### src/rtl/lcd_pkg.sv
// Shared types and constants for the LCD command arbiter.
package lcd_pkg;

    typedef enum logic [1:0] {
        ST_IDLE,
        ST_ISSUE,
        ST_WAIT_BUSY,
        ST_WAIT_DONE
    } lcd_state_e;

    typedef struct packed {
        logic       rs;
        logic       rw;
        logic [7:0] data;
    } lcd_cmd_t;

    localparam int LCD_BUSY_TIMEOUT_DEFAULT = 16;

    localparam logic [7:0] LCD_CMD_CLEAR      = 8'h01;
    localparam logic [7:0] LCD_CMD_ENTRY_MODE = 8'h06;
    localparam logic [7:0] LCD_CMD_DISPLAY_ON = 8'h0C;

endpackage

### src/rtl/lcd_arbiter_rr_picker.sv
// Combinational round-robin picker: the first active request strictly after
// the last-granted index wins, wrapping from NREQ-1 back to 0.
module rr_picker #(
    parameter  int NREQ = 4,
    localparam int IDW  = $clog2(NREQ)
) (
    input  logic [NREQ-1:0] req_i,
    input  logic [IDW-1:0]  last_i,
    output logic            valid_o,
    output logic [IDW-1:0]  winner_o
);

    logic [2*NREQ-1:0] dbl;
    logic [NREQ-1:0]   rot;
    logic [IDW:0]      start;
    logic [IDW:0]      off;
    logic [IDW:0]      pos;

    assign start = (last_i == IDW'(NREQ - 1)) ? '0 : ({1'b0, last_i} + 1'b1);
    assign dbl   = {req_i, req_i};
    // rot[m] is the request sitting m places after the start position.
    assign rot   = NREQ'(dbl >> start);

    always_comb begin
        valid_o = |req_i;
        off     = '0;
        for (int k = NREQ - 1; k >= 0; k--) begin
            if (rot[k]) begin
                off = (IDW+1)'(k);
            end
        end
        pos = start + off;
        if (pos >= (IDW+1)'(NREQ)) begin
            pos = pos - (IDW+1)'(NREQ);
        end
        winner_o = pos[IDW-1:0];
    end

endmodule

### src/rtl/lcd_arbiter.sv
// Arbitrates NREQ command requesters onto a single LCD driver port with
// round-robin fairness, optional grant locking and a busy-rise timeout.
module lcd_arbiter
    import lcd_pkg::*;
#(
    parameter  int NREQ         = 4,
    parameter  int BUSY_TIMEOUT = LCD_BUSY_TIMEOUT_DEFAULT,
    localparam int IDW          = $clog2(NREQ),
    localparam int CNTW         = $clog2(BUSY_TIMEOUT + 1)
) (
    input  logic               clk,
    input  logic               rst_n,
    input  logic [NREQ-1:0]    req,
    input  logic [NREQ-1:0]    req_lock,
    input  logic [NREQ*10-1:0] req_bus,
    output logic [NREQ-1:0]    ack,
    output logic               err,
    output logic [IDW-1:0]     grant_id,
    input  logic               lcd_busy,
    output logic               lcd_enable,
    output logic [9:0]         lcd_bus,
    output logic               idle
);

    lcd_state_e      state_q, state_d;
    logic [IDW-1:0]  grant_q, grant_d;
    lcd_cmd_t        bus_q, bus_d;
    logic            lock_q, lock_d;
    logic [CNTW-1:0] cnt_q, cnt_d;
    logic            busy_q;

    lcd_cmd_t        req_cmd [NREQ];
    logic            pick_valid;
    logic [IDW-1:0]  pick_idx;

    genvar gi;
    generate
        for (gi = 0; gi < NREQ; gi++) begin : g_slice
            assign req_cmd[gi] = req_bus[10*gi +: 10];
        end
    endgenerate

    rr_picker #(
        .NREQ (NREQ)
    ) u_picker (
        .req_i    (req),
        .last_i   (grant_q),
        .valid_o  (pick_valid),
        .winner_o (pick_idx)
    );

    always_ff @(posedge clk or negedge rst_n) begin
        if (!rst_n) begin
            state_q <= ST_IDLE;
            grant_q <= IDW'(NREQ - 1);
            bus_q   <= '0;
            lock_q  <= 1'b0;
            cnt_q   <= '0;
            busy_q  <= 1'b0;
        end else begin
            state_q <= state_d;
            grant_q <= grant_d;
            bus_q   <= bus_d;
            lock_q  <= lock_d;
            cnt_q   <= cnt_d;
            busy_q  <= lcd_busy;
        end
    end

    always_comb begin
        state_d = state_q;
        grant_d = grant_q;
        bus_d   = bus_q;
        lock_d  = lock_q;
        cnt_d   = cnt_q;
        ack     = '0;
        err     = 1'b0;
        unique case (state_q)
            ST_IDLE: begin
                // Busy must read low on two consecutive samples before a new issue.
                if (pick_valid && !lcd_busy && !busy_q) begin
                    state_d = ST_ISSUE;
                    lock_d  = 1'b0;
                    if (lock_q && req[grant_q]) begin
                        grant_d = grant_q;
                    end else begin
                        grant_d = pick_idx;
                    end
                    bus_d = req_cmd[grant_d];
                end
            end
            ST_ISSUE: begin
                state_d = ST_WAIT_BUSY;
                cnt_d   = '0;
            end
            ST_WAIT_BUSY: begin
                if (lcd_busy) begin
                    state_d = ST_WAIT_DONE;
                end else if (cnt_q == CNTW'(BUSY_TIMEOUT)) begin
                    err     = 1'b1;
                    lock_d  = 1'b0;
                    state_d = ST_IDLE;
                end else begin
                    cnt_d = cnt_q + 1'b1;
                end
            end
            ST_WAIT_DONE: begin
                if (!lcd_busy) begin
                    ack     = NREQ'(1) << grant_q;
                    lock_d  = req_lock[grant_q] & req[grant_q];
                    state_d = ST_IDLE;
                end
            end
            default: begin
                state_d = ST_IDLE;
            end
        endcase
    end

    assign lcd_enable = (state_q == ST_ISSUE);
    assign idle       = (state_q == ST_IDLE);
    assign grant_id   = grant_q;
    assign lcd_bus    = bus_q;

endmodule
### config.mk
export PLATFORM = sky130hd
export DESIGN_NAME = lcd_arbiter
export DESIGN_NICKNAME = d
export VERILOG_FILES = /design/src/rtl/lcd_pkg.sv /design/src/rtl/lcd_arbiter_rr_picker.sv /design/src/rtl/lcd_arbiter.sv
export SDC_FILE = /design/constraint.sdc
export NUM_CORES = 1
export LEC_CHECK = 0
export ABC_AREA = 1
export CORE_ASPECT_RATIO = 1.75
export CORE_MARGIN = 4
export CORE_UTILIZATION = 49
export CTS_CLUSTER_DIAMETER = 40
export DETAILED_ROUTE_END_ITERATION = 10
export PLACE_DENSITY = 0.94
export RECOVER_POWER = 100
export SLEW_MARGIN = 20
export SYNTH_ARGS = -nofsm -noshare
export SYNTH_HDL_FRONTEND = slang
export SYNTH_SLANG_ARGS = --single-unit
### constraint.sdc
create_clock -name clk -period 7.7 [get_ports clk]
set_clock_uncertainty 0.2 [all_clocks]
set_input_delay 1.155 -clock clk [delete_from_list [all_inputs] [get_ports clk]]
set_output_delay 1.155 -clock clk [all_outputs]
set_load 0.05 [all_outputs]
==> impl_metrics.yaml <==
die:
  core_area_mm2: 0.00370
  ios: 70
  design.die.area_mm2: 0.00499
  die_w_um: 55.1
  rows: 29
  start_util_pct: 51.5
  die_y_um: 90.5
clocking:
  post-cts-setup-buffers: 0
  cts_buffers: 3
  clk_latency_ps: 260
  cts_tree: "done"
  cts_root_buffer: "clkbuf_8"
  cts_resized: 0
  cts-htree-levels: 1
  clock_path_buffers: 2
  ctsHoldBuffers: 0
  cts.sinks: 21
  cts.clk_slew.worst_paths_ps: 80
worst_setup_path:
  critPathMaxFanout: 5
  slowest_delay_ps: 890
  startpoint_type: "input pin"
  path_cells: "dlygate4sd3_1, inv_1, nand2_1, nor2_1, dlygate4sd3_1"
  crit_type: "in -> out"
  end_kind: "primary output"
  crit_start: "lcd_busy"
  cp.required_ps: 6340
  crit_buf_inv: 3
  cpMostUsedCell: "dlygate4sd3_1"
  crit_family: "buffers and inverters"
  crit_slowest_cell: "dlygate4sd3_1"
  r2r_start: "grant_id[0]"
  critical_path_arrival_ps: 2950
timing:
  fmaxAchievable_ghz: 0.232
  fin_setup_tns_ps: 0
  rsz0062_at_grt: "no"
  min_period_ps: 4300
  setup_violations: 0
  worst_slew_pin_slew_ps: 1130
  max-slew-margin-rel_pct: 24.2
  min_period_over_period_pct: 55.9
  hold_viol: 0
  maxSlewViolCount: 0
synthesis:
  syn_avg_cell_area_um2: 6.09
  synth_largest_area_cell: "nand2_1"
  yosys-top-cells-count: "nand2_1, inv_1, nand3_1"
  syn_area_mm2: 0.00191
  seq_area_frac_synth_pct: 27.7
  async_flop_share_pct: 100
  synth.area.top_cells: "nand2_1, dfrtp_1, inv_1"
  synth.top_cell.area_share_pct: 25.8
  yosysUniqueCellTypes: 30
  synth_warnings: 0
  synth-edff-count: 0
  synth_most_common_cell: "nand2_1"
  synth_seq_cells: 21
  synth_ff_type: "dfrtp_1"
  synthesis.nets: 375
  synth_cells: 313
drt:
  wl_per_cell_um: 11.0
  drt_pass1_iterations: 7
  drt_iter0_drc: 42
  drc: 0
  via_per_inst: 4.96
  vias: 2097
  ant_nets: 0
  wl_um: 4650
worst_hold_path:
  hp-class: "reg -> reg"
  min_from: "lcd_bus[6]"
finish:
  layout.nets: 440
  num_antenna_cells: 0
  fillers: 318
  drive_gt1_share_pct: 4.77
  area.growth.synth_to_final_pct: 38.4
grt:
  grt_max_degree: 22
  grt_first_pass_wirelength_um: 7730
  first_global_vias: 2078
  antenna_found_initial: 0
  grt.overflow.total: 0
  grtUsageTotal_pct: 20.0
outcome:
  status: "completed"
job:
  maxCapViolations: 0
place:
  io_buffer_count: 69
  dp_hpwl_um: 3870
  finalWeightedCongestion: 0.877
-- path summary, 6_finish.rpt --
check | end | slack, ps | cells after the start
max | err | 3400 | 5
min | lcd_bus[6] | 280 | 2
max reg2reg | lcd_bus[9] | 3860 | 17
min reg2reg | lcd_bus[6] | 280 | 2
max in group asynchronous | lcd_bus[4] | 5480 | 1
min in group asynchronous | busy_q | 1270 | 1
-- layout by cell type, fill, tap and decap left out, types with 4 or more instances in the layout --
master,count
o21ai_0,4
nand2_1,132
nand3_1,31
a21oi_1,4
inv_1,57
clkdlybuf4s50_1,47
nor2_1,16
ha_1,11
dfrtp_1,19
dlygate4sd3_1,22
-- kinds of logic after synthesis --
kind of cell,share of synthesized area [%]
and+or+nand+nor,44.3
buffers and inverters,15.0
DFF,27.7
AOI/OAI and AO/OA,4.79
adders and majority gates,7.22
xor gates and xnor gates,0.460
muxes,0.591
-- worst reg2reg max path: stages (launching register included) --
cell and delay (ps):
dfstp_2 670, inv_4 100, ha_1 400, inv_1 120, nand3_1 110, nand2_1 80
a31oi_1 170, nor2_1 70, ha_1 260, nand2_1 120, clkinv_1 80, nor2_1 850
nand2_1 140, nand2_1 100, inv_1 40, nand2_1 90, nand3_1 80, nand2_1 90
-- per-layer routing --
| layer | up-vias | part of all wire (%) | wire, µm | GRT usage, % |
|---|---|---|---|---|
| met1 | 932 | 36 | 1660 | 18.3 |
| met2 | 70 | 55 | 2580 | 38.2 |
| met4 | 0 | 4.5 | 211 | 10.8 |
| li1 | 1078 | - | - | - |
| met5 | - | 0 | 0 | 0 |
| met3 | 17 | 4.4 | 206 | 2.31 |
-- stage by stage --
step / util (%) / hold slack, ps / area, µm² / instances / setup slack, ps
3_3_place_gp: 70.0 / 265 / 2590 / 419 / 3570
5_1_grt: 71.3 / 306 / 2640 / 423 / 3160
2_1_floorplan: - / 307 / 1910 / 313 / 4400
3_5_place_dp: 70.1 / 264 / 2600 / 419 / 3570
4_1_cts: 71.4 / 285 / 2640 / 423 / 3560
6_report: 71.3 / 276 / 2640 / 423 / 3400
-- cell type report --
cell class,count,area (µm²),area share (%)
multi-input combinational,224,1090,41.4
timing repair buffer,69,691,26.2
sequential,21,528,20.0
inverter,59,224,8.49
tap,46,57.6,2.18
clock buffer,3,41.3,1.57
clock inverter,1,5.00,0.190
-- flip-flops by register name, indices dropped and copies added, names as in the netlist, named ones only --
signal	cells
busy_q	1
cnt_q	5
state_q	2
lock_q	1
lcd_bus	10
grant_id	1
Power is not shown: default switching activity piles up to over one toggle a cycle in this logic, so the estimate is an artifact.
